**config.mk**
```make
export PLATFORM = sky130hd
export DESIGN_NAME = dmem_port_stage
export DESIGN_NICKNAME = d
export VERILOG_FILES = /design/src/rtl/dmem_port_stage.sv
export SDC_FILE = /design/constraint.sdc
export NUM_CORES = 1
export LEC_CHECK = 0
export CORE_UTILIZATION = 45
export CTS_CLUSTER_SIZE = 16
export DETAILED_ROUTE_END_ITERATION = 6
export PLACE_DENSITY = 0.76
export SETUP_SLACK_MARGIN = 0.15
export SLEW_MARGIN = 20
export SYNTH_ARGS = -nofsm -noshare
export SYNTH_HDL_FRONTEND = slang
export SYNTH_SLANG_ARGS = --single-unit
export TNS_END_PERCENT = 10
```
**constraint.sdc**
```tcl
create_clock -name clk -period 3.2 [get_ports clk]
set_input_delay 0.64 -clock clk [delete_from_list [all_inputs] [get_ports clk]]
set_output_delay 0.64 -clock clk [all_outputs]
set_load 0.03 [all_outputs]
```
**src/rtl/dmem_port_stage.sv**
```systemverilog
// Data-memory port stage: issues word-aligned cache requests with lane-aligned store data and
// registers results for WB. MEM_LoadType = {sign, size[1:0], left_or_right}; define DPORT_ALIGN_CHECK_EN to trap misaligned accesses.
module dmem_port_stage (
    input  logic        clk,
    input  logic        resetn,
    input  logic        MEM_Valid,
    input  logic        MEM_IsLoad,
    input  logic        MEM_IsStore,
    input  logic [31:0] MEM_ALUOut,
    input  logic [3:0]  MEM_LoadType,
    input  logic [1:0]  MEM_StoreSize,
    input  logic [1:0]  MEM_StoreLR,
    input  logic [31:0] MEM_RtData,
    input  logic        MEM_Flush,
    input  logic        WB_Stall,
    output logic        MEM_Busy,
    output logic        dreq_valid,
    input  logic        dreq_ready,
    output logic        dreq_wr,
    output logic [31:0] dreq_addr,
    output logic [3:0]  dreq_wstrb,
    output logic [31:0] dreq_wdata,
    input  logic        dresp_valid,
    input  logic [31:0] dresp_rdata,
    output logic        WB_Valid,
    output logic        WB_AddrErr,
    output logic [31:0] WB_DMOut,
    output logic [31:0] WB_ALUOut,
    output logic [31:0] WB_RtData,
    output logic [3:0]  WB_LoadType
);
    // state | meaning
    // IDLE  | ready to accept from MEM
    // REQ   | cache request presented, waiting for dreq_ready
    // WAIT  | load issued, waiting for dresp_valid
    // HOLD  | result buffered while WB stalls
    typedef enum logic [1:0] {IDLE, REQ, WAIT, HOLD} state_t;

    state_t      state;
    logic        kill;
    logic        is_store_q;
    logic [31:0] alu_q;
    logic [31:0] rt_q;
    logic [3:0]  lt_q;
    logic [31:0] hold_dm;

    logic [1:0]  a;
    logic        is_mem;
    logic        accept;
    logic        misalign;
    logic [3:0]  lane_strb;
    logic [31:0] lane_data;
    logic        done_now;
    logic [31:0] done_data;
    logic        kill_eff;

    assign a        = MEM_ALUOut[1:0];
    assign is_mem   = MEM_IsLoad || MEM_IsStore;
    assign accept   = (state == IDLE) && MEM_Valid && !WB_Stall && !MEM_Flush;
    assign MEM_Busy = (state != IDLE) || WB_Stall;
    assign kill_eff = kill || MEM_Flush;

`ifdef DPORT_ALIGN_CHECK_EN
    logic half_acc;
    logic word_acc;
    assign half_acc = MEM_IsLoad ? (MEM_LoadType[2:1] == 2'b01) : (MEM_StoreSize == 2'b01);
    assign word_acc = MEM_IsLoad ? (MEM_LoadType[2:1] == 2'b10)
                                 : (MEM_StoreSize == 2'b10 && MEM_StoreLR == 2'b00);
    assign misalign = is_mem && ((half_acc && a[0]) || (word_acc && a != 2'b00));
`else
    assign misalign = 1'b0;
`endif

    always_comb begin
        lane_strb = 4'b1111;
        lane_data = MEM_RtData;
        if (MEM_IsLoad) begin
            lane_data = 32'h0;
        end else if (MEM_StoreLR == 2'b10) begin
            // SWL writes the high-order bytes of rt into the low lanes up to a
            lane_strb = 4'b1111 >> (2'd3 - a);
            lane_data = MEM_RtData >> {(2'd3 - a), 3'b000};
        end else if (MEM_StoreLR == 2'b01) begin
            lane_strb = 4'b1111 << a;
            lane_data = MEM_RtData << {a, 3'b000};
        end else begin
            case (MEM_StoreSize)
                2'b00: begin
                    lane_strb = 4'b0001 << a;
                    lane_data = {4{MEM_RtData[7:0]}};
                end
                2'b01: begin
                    lane_strb = a[1] ? 4'b1100 : 4'b0011;
                    lane_data = {2{MEM_RtData[15:0]}};
                end
                default: begin
                    lane_strb = 4'b1111;
                    lane_data = MEM_RtData;
                end
            endcase
        end
    end

    always_comb begin
        done_now  = ((state == REQ) && dreq_ready && is_store_q) || ((state == WAIT) && dresp_valid);
        done_data = (state == WAIT) ? dresp_rdata : 32'h0;
    end

    always_ff @(posedge clk or negedge resetn) begin
        if (!resetn) begin
            state       <= IDLE;
            kill        <= 1'b0;
            is_store_q  <= 1'b0;
            alu_q       <= 32'h0;
            rt_q        <= 32'h0;
            lt_q        <= 4'h0;
            hold_dm     <= 32'h0;
            dreq_valid  <= 1'b0;
            dreq_wr     <= 1'b0;
            dreq_addr   <= 32'h0;
            dreq_wstrb  <= 4'h0;
            dreq_wdata  <= 32'h0;
            WB_Valid    <= 1'b0;
            WB_AddrErr  <= 1'b0;
            WB_DMOut    <= 32'h0;
            WB_ALUOut   <= 32'h0;
            WB_RtData   <= 32'h0;
            WB_LoadType <= 4'h0;
        end else begin
            if (!WB_Stall) WB_Valid <= 1'b0;
            case (state)
                IDLE: begin
                    if (accept && is_mem && !misalign) begin
                        is_store_q <= MEM_IsStore;
                        alu_q      <= MEM_ALUOut;
                        rt_q       <= MEM_RtData;
                        lt_q       <= MEM_LoadType;
                        kill       <= 1'b0;
                        dreq_valid <= 1'b1;
                        dreq_wr    <= MEM_IsStore;
                        dreq_addr  <= {MEM_ALUOut[31:2], 2'b00};
                        dreq_wstrb <= lane_strb;
                        dreq_wdata <= lane_data;
                        state      <= REQ;
                    end else if (accept) begin
                        WB_Valid    <= 1'b1;
                        WB_AddrErr  <= misalign;
                        WB_DMOut    <= 32'h0;
                        WB_ALUOut   <= MEM_ALUOut;
                        WB_RtData   <= MEM_RtData;
                        WB_LoadType <= MEM_LoadType;
                    end
                end
                REQ: begin
                    if (MEM_Flush) kill <= 1'b1;
                    if (dreq_ready) begin
                        dreq_valid <= 1'b0;
                        if (!is_store_q) state <= WAIT;
                    end
                end
                WAIT: begin
                    if (MEM_Flush) kill <= 1'b1;
                end
                HOLD: begin
                    if (MEM_Flush) kill <= 1'b1;
                    if (!WB_Stall) begin
                        WB_Valid    <= !kill_eff;
                        WB_AddrErr  <= 1'b0;
                        WB_DMOut    <= hold_dm;
                        WB_ALUOut   <= alu_q;
                        WB_RtData   <= rt_q;
                        WB_LoadType <= lt_q;
                        kill        <= 1'b0;
                        state       <= IDLE;
                    end
                end
                default: state <= IDLE;
            endcase
            // completion overrides the per-state updates above
            if (done_now) begin
                if (!WB_Stall) begin
                    WB_Valid    <= !kill_eff;
                    WB_AddrErr  <= 1'b0;
                    WB_DMOut    <= done_data;
                    WB_ALUOut   <= alu_q;
                    WB_RtData   <= rt_q;
                    WB_LoadType <= lt_q;
                    kill        <= 1'b0;
                    state       <= IDLE;
                end else begin
                    hold_dm <= done_data;
                    state   <= HOLD;
                end
            end
        end
    end
endmodule

```
==> results of run 1 <==
registers in the layout (all words and copies together) (netlist names), 2 cells and up:
| name | cells |
|---|---|
| WB_LoadType | 4 |
| hold_dm | 32 |
| WB_ALUOut | 32 |
| lt_q | 4 |
| WB_DMOut | 32 |
| alu_q | 32 |
| rt_q | 32 |
| WB_RtData | 32 |
| state | 2 |
| dreq_wdata | 32 |
| dreq_wstrb | 4 |
final cells by class:
type / instances / area [sq um] / share of cell area
timing repair buffer: 326 / 3260 / 0.208
clock inverter: 10 / 90.1 / 0.00575
multi-input combinational: 817 / 5050 / 0.322
sequential: 243 / 6080 / 0.388
inverter: 7 / 26.3 / 0.00168
tap: 330 / 413 / 0.0264
clock buffer: 35 / 746 / 0.0476
routing by layer:
metal / routed length [um] / GRT usage / vias up
met5: 0 / 0 / -
met4: 1110 / 0.0854 / 0
met3: 3140 / 0.0591 / 72
met2: 16300 / 0.405 / 491
met1: 14800 / 0.367 / 4962
li1: - / - / 4701
power by group through the flow:
stage               Clock (mW)  Combinational, mW  Sequential, mW
floorplan                    0               3.00            6.19
global placement             0               6.47            5.07
detailed placement           0               6.59            5.12
CTS                       3.01               6.60            5.09
global route              3.15               7.06            5.23
finish                    2.95               6.57            5.09
synth_stat cells (2+ instances only):
cell type | number | area share
dfrtp_1 | 243 | 0.52
a211o_1 | 2 | 0.0015
a22o_1 | 7 | 0.0052
mux2i_1 | 21 | 0.018
nor2_1 | 26 | 0.0083
clkbuf_1 | 62 | 0.020
and2_1 | 70 | 0.037
buf_1 | 9 | 0.0029
nand3b_1 | 8 | 0.0051
o211ai_1 | 18 | 0.011
nor2b_1 | 9 | 0.0048
o32a_1 | 3 | 0.0025
a22oi_1 | 7 | 0.0045
a32oi_1 | 10 | 0.0074
a221oi_1 | 40 | 0.030
mux2_2 | 29 | 0.028
a21boi_0 | 2 | 0.0013
o21ai_0 | 70 | 0.030
buf_4 | 35 | 0.022
a21oi_1 | 59 | 0.025
nand2b_1 | 8 | 0.0042
a221o_1 | 75 | 0.064
buf_2 | 21 | 0.0089
nand2_1 | 295 | 0.094
or2_2 | 2 | 0.0011
buf_6 | 3 | 0.0029
ha_1 | 6 | 0.0064
a2bb2oi_1 | 6 | 0.0045
o31ai_1 | 9 | 0.0057
inv_1 | 6 | 0.0019
a211oi_1 | 9 | 0.0057
o2bb2ai_1 | 2 | 0.0015
nand3_1 | 5 | 0.0021
a2111oi_0 | 2 | 0.0015
worst reg2reg max path, stage by stage, from the launching register on:
cell and delay, ps:
dfrtp_1 390, inv_1 100, ha_1 270, a32oi_1 520
nor2_4 100, nor2b_4 560, buf_12 330, a221o_1 230
per-stage QoR:
| step | instance area (sq um) | worst slack (ps) | hold WS, ps | instances | power [mW] |
|---|---|---|---|---|---|
| after global placement | 14800 | 318 | 449 | 1723 | 11.5 |
| after detailed placement | 14800 | 266 | 455 | 1723 | 11.7 |
| after global routing | 15700 | 308 | 162 | 1768 | 15.4 |
| after floorplan | 11800 | 1060 | 344 | 1197 | 9.19 |
| after CTS | 15700 | 392 | 141 | 1768 | 14.7 |
| final | 15700 | 416 | 111 | 1768 | 14.6 |
cell families (layout without fill, tap and decap cells):
kind of cell,after synthesis,count (layout),share of synthesized area
AND/OR/NAND/NOR,430,430,0.164
adder cells (fa/ha/maj),6,6,0.00637
other,1,2,0.000318
flip-flops,243,243,0.516
AO/OA/AOI/OAI,329,329,0.209
buffers and inverters,137,378,0.0590
multiplexers,50,50,0.0456
how the worst max path moves through the flow:
stage / startpoint / to / slack (ps) / cells past startpoint
detailed placement: dreq_ready / WB_RtData[11] / 270 / 6
CTS: state[0] / MEM_Busy / 390 / 4
finish: state[0] / MEM_Busy / 420 / 4
global placement: dreq_ready / WB_RtData[3] / 320 / 6
global route: state[0] / MEM_Busy / 310 / 4
floorplan: state[0] / WB_ALUOut[22] / 1060 / 9
cell usage in the layout (no fill, tap or decap), types with 10 or more instances in the layout:
cell type	n
nand2_1	294
clkdlybuf4s50_1	281
dfrtp_1	243
a221o_1	75
o21ai_0	70
and2_1	70
a21oi_1	59
a221oi_1	40
buf_4	35
mux2_2	29
clkbuf_16	27
nor2_1	25
mux2i_1	21
o211ai_1	18
a32oi_1	10
==> run summary, run 1 <==
Clock root buffer: clkbuf_16. Family of cells with the greatest summed delay on the critical path: buffers and inverters. Using the TritonRoute via totals, the vias-per-cell ratio works out to 5.78. The worst path needs 2780 ps of the cycle, external delays included. The flow ran to the end, and the final reports show no timing, DRC or antenna violations. After floorplanning, the core was divided into 58 placement rows. The worst register-to-register path begins at state[1]. The run gives 8.74 mW as the internal power of the cells.

Final hold violation count: 0. The tools report the count of pins on the block boundary as 286. The die covers 26800 sq um. For the number of global-route vias before repair, the log shows 9750. The delay of the slowest cell on the worst path works out to 670 ps. For this run, the post-layout net count is 1541. The critical path goes through inv_1 -> ha_1 -> nand2b_1 -> clkdlybuf4s50_1.

The tools report the via count as 10200. The post-detailed-placement half-perimeter wirelength is 24400 um, and the top fanout value on the critical path is 8. After synthesis, the netlist uses 51 different library cells.

The area growth from synthesis to layout is 32.9%. Counting the buffers created by CTS gives 27. In this run the cell area of the synthesized design comes to 11800 sq um.

The worst max-slew margin expressed relative to the limit is 0.543. The kind of critical path was register to output pin. The total overflow left after global routing is 0. The net switching power was 5.86 mW. Between clock sinks in the finished design, the worst skew comes to 11.3 ps.

The signal arrival time at the worst endpoint is 2140 ps, and the reported max-cap violation count is 0. The path depth of the worst reg2reg path was 7; the final routed wire length divided by cell count was 20.0 um. Entering global routing, the biggest net connects 85 pins.

The run gives 0.450 as the combinational cell fraction of total power. During placement, the flow inserted port buffers numbering 283. The level count of the clock H-tree is 1, and the number of storage elements in the synthesis netlist is 243. The number of warnings issued by yosys is 0, and the power density over cell area is 933 nW/um^2. The run gives 0.202 as the clock share of power.

Setup repair after global routing left no endpoint under its margin. Hold repair after CTS inserted 0 buffers. The final wirelength is 35300 um, and the max-slew violation total from the final report is 0.

Data on the critical path is required at its endpoint by 2560 ps. The first global-routing pass estimated 55100 um of wire. The remaining antenna violation count was 0. Counting the fill cells in the layout gives 2135. For this design the static power due to leakage is 6.95 nW.

The logs give 520 ps for the clock latency on the worst-skew pair and 0 for the final routed DRC violation total. TritonCTS built the clock tree. The run gives 0.348 as the part of the total power dissipated in sequential elements. The initial antenna violation count was 0; the count of mapped cells out of synthesis was 1196.

The sequential element share of the synthesized area is 0.516, and the mean area per synthesized cell is 9.85 sq um. The switching portion of total power is 0.401, and the number of sinks handled by clock tree synthesis is 243. The startpoint class of the critical path was a register. The logs give 0 for the final setup violation count and 25400 sq um for the area of the core. Timing would allow up to 359 MHz. The maximum clock insertion buffer count was 3. In this run the critical register-to-register path is captured at WB_RtData[19]. The final core utilization is 0.616, and the number of diodes is 0. In this run, synthesis inferred 0 flip-flops with an integrated enable. Clock-pin slew was measured on the worst setup and hold paths at 60 ps.

STA classifies the critical path endpoint as an output pin. In the synthesized netlist the dominant register cell turns out to be dfrtp_1. The tightest min-delay check is of the input pin to async pin type. At the pin with the least slew margin, the transition time is 686 ps.

The number of buffers inserted by post-CTS setup repair came out at 0. The total track usage was 0.263; the last weighted congestion value of the routability-driven placer was 0.961. The worst supply voltage drop on vdd came out at 0.532 mV. The number of buffers and inverters on the critical path is 2.

The tools report the number of optimization iterations in the first detailed-route pass as 5. In this run, post-CTS repair resized a total of 0 instances. After routing, the total negative slack on setup checks comes to 0 ps. The run gives 1080 as the number of DRC violations after detailed-routing iteration 0. The fraction of the cycle the final worst path needs is 0.870.

Measured along the x axis, the die boundary spans 164 um. The initial core utilization was 0.464; the share of flip-flops with an asynchronous set or reset after synthesis was 1.00. The worst reg-to-reg setup slack is 620 ps. For this design, the slowest cell found on the critical path is clkdlybuf4s50_1. From bottom edge to top edge, the die measures 164 um. The proportion of layout cells with a drive suffix above 1 is 0.0883.
Note: power is estimated with default switching activity, not from simulation.
==> inputs of run 2 (changes only) <==
clock period = 2.8 ns   (was 3.2 ns; I/O delays follow)
==> run 2 against run 1 <==
Effect of this change:
- non-clock buffer count up 7
- via count down 1.2%
- wire length about the same
- global-route usage up 0.16 points
- critical path depth up 3
- total power up 18%
- sequential share of layout area down 0.52 points
- register-to-register slack worse by 250 ps
- critical path type is now register to register
- critical endpoint is now WB_RtData[19]
- highest routed layer unchanged
==> run summary, run 2 (same netlist as run 1, synthesis figures left out) <==
The flow ran to the end, and the final reports show no timing, DRC or antenna violations. The reg-to-reg endpoint was WB_RtData[19]. The final core utilization came out at 0.625.

Grouping stages by cell kind, the critical path spends the most delay in simple AND/OR/NAND/NOR gates. Minimum setup slack after placement: -55.7 ps. The placement-stage cell area is 14900 sq um, and the worst reg-to-reg setup slack is 370 ps. Proportion of layout cells with a drive suffix above 1: 0.0980. The initial core utilization came out at 0.464.

The tools report the startpoint of the most critical setup path as state[0]. The total power draw is 17.2 mW, and the final setup violation count is 0. On the final layout, the worst clock skew is 11.9 ps.

During placement, the flow inserted port buffers numbering 283. Maximum number of pins on one net before global-route repair: 94. TritonCTS built the clock tree.

For the initial antenna violation count, the log shows 0. The die is 164 um tall. Timing would allow up to 411 MHz. The fraction of the cycle the final worst path needs was 0.868; the total track usage was 0.265. The most common cell after layout, fill and taps aside is nand2_1.

The tools report the clock latency on the worst-skew pair as 530 ps. In this run the critical register-to-register path is launched from state[0]. The max-slew violation total from the final report was 0. After detailed routing, the number of remaining DRC violations is 0. The data required time at the worst endpoint came out at 3260 ps. Chip width: 164 um.

The routed design has 35300 um of wire. The critical path in this run is classified as register to register. For the final setup slack of the worst path, the log shows 370 ps. Top fanout value on the critical path: 40. Walking the worst path, the cells encountered are inv_1 -> ha_1 -> and4bb_1 -> o211ai_4 -> nor2b_4 -> buf_12 -> a221o_1. Counting buffers and inverters, the worst setup path is 7 cells deep. The via count normalized by instance count is 5.68, and the post-detailed-placement half-perimeter wirelength is 24700 um. Summed over all cells, the static leakage comes to 7.05 nW.

The delay of the slowest cell on the worst path was 500 ps. The clock passes through at most 3 buffers. The critical path contains buffers and inverters numbering 2 combined.

The cell with the largest stage delay on the worst path was nor2b_4. 0 antenna diodes ended up in the layout. The number of global-route vias before repair is 10000. The power density over cell area was 1080 nW/um^2; the level count of the clock H-tree was 1. Setup repair after global routing left no endpoint under its margin. STA classifies the critical path endpoint as a register. The run gives 0 as the number of gates resized after cts. The clock root buffer was clkbuf_16. Number of optimization iterations in the first detailed-route pass: 6.

For the signal arrival time at the worst endpoint, the log shows 2890 ps. For the floorplan die area, the log shows 26800 sq um. The final total negative setup slack was 0 ps; the number of sinks handled by clock tree synthesis was 243. The area of the core was 25400 sq um. For the number of nets in the finished design, the log shows 1549.

The path type of the worst min-delay path is input pin to async pin. The path depth of the worst reg2reg path works out to 7. The count of cells in the finished layout, fillers not included, comes to 1779. The transition time at the pin with the least slew margin works out to 788 ps.

The capture point of the worst path was WB_RtData[19]. The number of hold buffers added after CTS was 0. The startpoint class of the critical path is a register.

The first global-routing pass estimated 55800 um of wire. The smallest clock period supported by the final layout is computed as 2430 ps. The leftover overflow at the end of global routing came out at 0.

The number of fill cells was 2118. The congestion estimate from routability-driven global placement came to 0.931. Once detail routing completed, the nets flagged for antenna violations numbered 0. The run gives 0.769 mV as the worst supply voltage drop on vdd. Clock-pin slew was measured on the worst setup and hold paths at 60 ps. The worst max-slew margin expressed relative to the limit was 0.472; the number of placement rows was 58.

The synthesis-to-layout area growth came out at 34.8%. For the number of placed instances, taps included, the log shows 1730. The tools report the final hold violation count as 0. Max-cap violations in this run came to 0. Detailed routing inserted a total of 10100 vias.

The tools report the total clock buffers created by CTS as 27. After routing the design area is 15900 sq um. In this run, the number of DRC markers left after iteration 0 of detailed routing was 955. The final routed wire length divided by cell count was 19.9 um; the count of pins on the block boundary was 286.

In the layout the commonest cells are nand2_1 (294), clkdlybuf4s50_1 (280), dfrtp_1 (243). Across all hold checks on the routed design, the worst slack comes to 50.4 ps.
==> run 2: power by group <==
part / internal, mW / switching (mW)
clock network: 2.38 / 1.42
registers: 4.92 / 0.879
logic: 3.15 / 4.46
==> run 2: cell type report <==
cell class	count	area [sq um]	share of cell area
clock inverters	14	204	0.0128
clock buffers	34	762	0.0480
repair buffers	333	3330	0.210
inverters	7	26.3	0.00166
flip-flops and latches	243	6080	0.383
multi-input cells	818	5050	0.318
well taps	330	413	0.0260
==> run 2: worst min path at each step <==
| stage | end | slack, ps | start | cells past startpoint |
|---|---|---|---|---|
| 4_1_cts | WB_RtData[25] | 80 | resetn | 1 |
| 5_1_grt | WB_RtData[25] | 100 | resetn | 1 |
| 6_report | WB_RtData[25] | 50 | resetn | 1 |
| 3_5_place_dp | rt_q[4] | 450 | rt_q[4] | 2 |
| 2_1_floorplan | WB_ALUOut[0] | 260 | resetn | 0 |
| 3_3_place_gp | rt_q[10] | 450 | rt_q[10] | 2 |
==> run 2: worst register-to-register path, cell delays in order (launching register included) <==
cell,delay (ps)
dfrtp_1,410
inv_1,100
ha_1,310
and4bb_1,280
o211ai_4,250
nor2b_4,500
buf_12,300
a221o_1,220
==> run 2: routing by layer <==
metal / vias up / global-route usage / routed length (um)
li1: 4724 / - / -
met1: 4879 / 0.361 / 14900
met2: 441 / 0.425 / 16500
met3: 57 / 0.0530 / 2960
met4: 0 / 0.0791 / 954
met5: - / 0 / 0
==> run 2: repair_timing <==
item,4_1_cts,5_1_grt
setup buffers,0,0
endpoints found under the setup margin,0,40
endpoints found under the hold margin,0,0
==> inputs of run 3 (changes only) <==
SLEW_MARGIN = unset   (was 20)
==> results of run 3 <==
No change in the layout: final DEF, timing and power equal those of run 2.
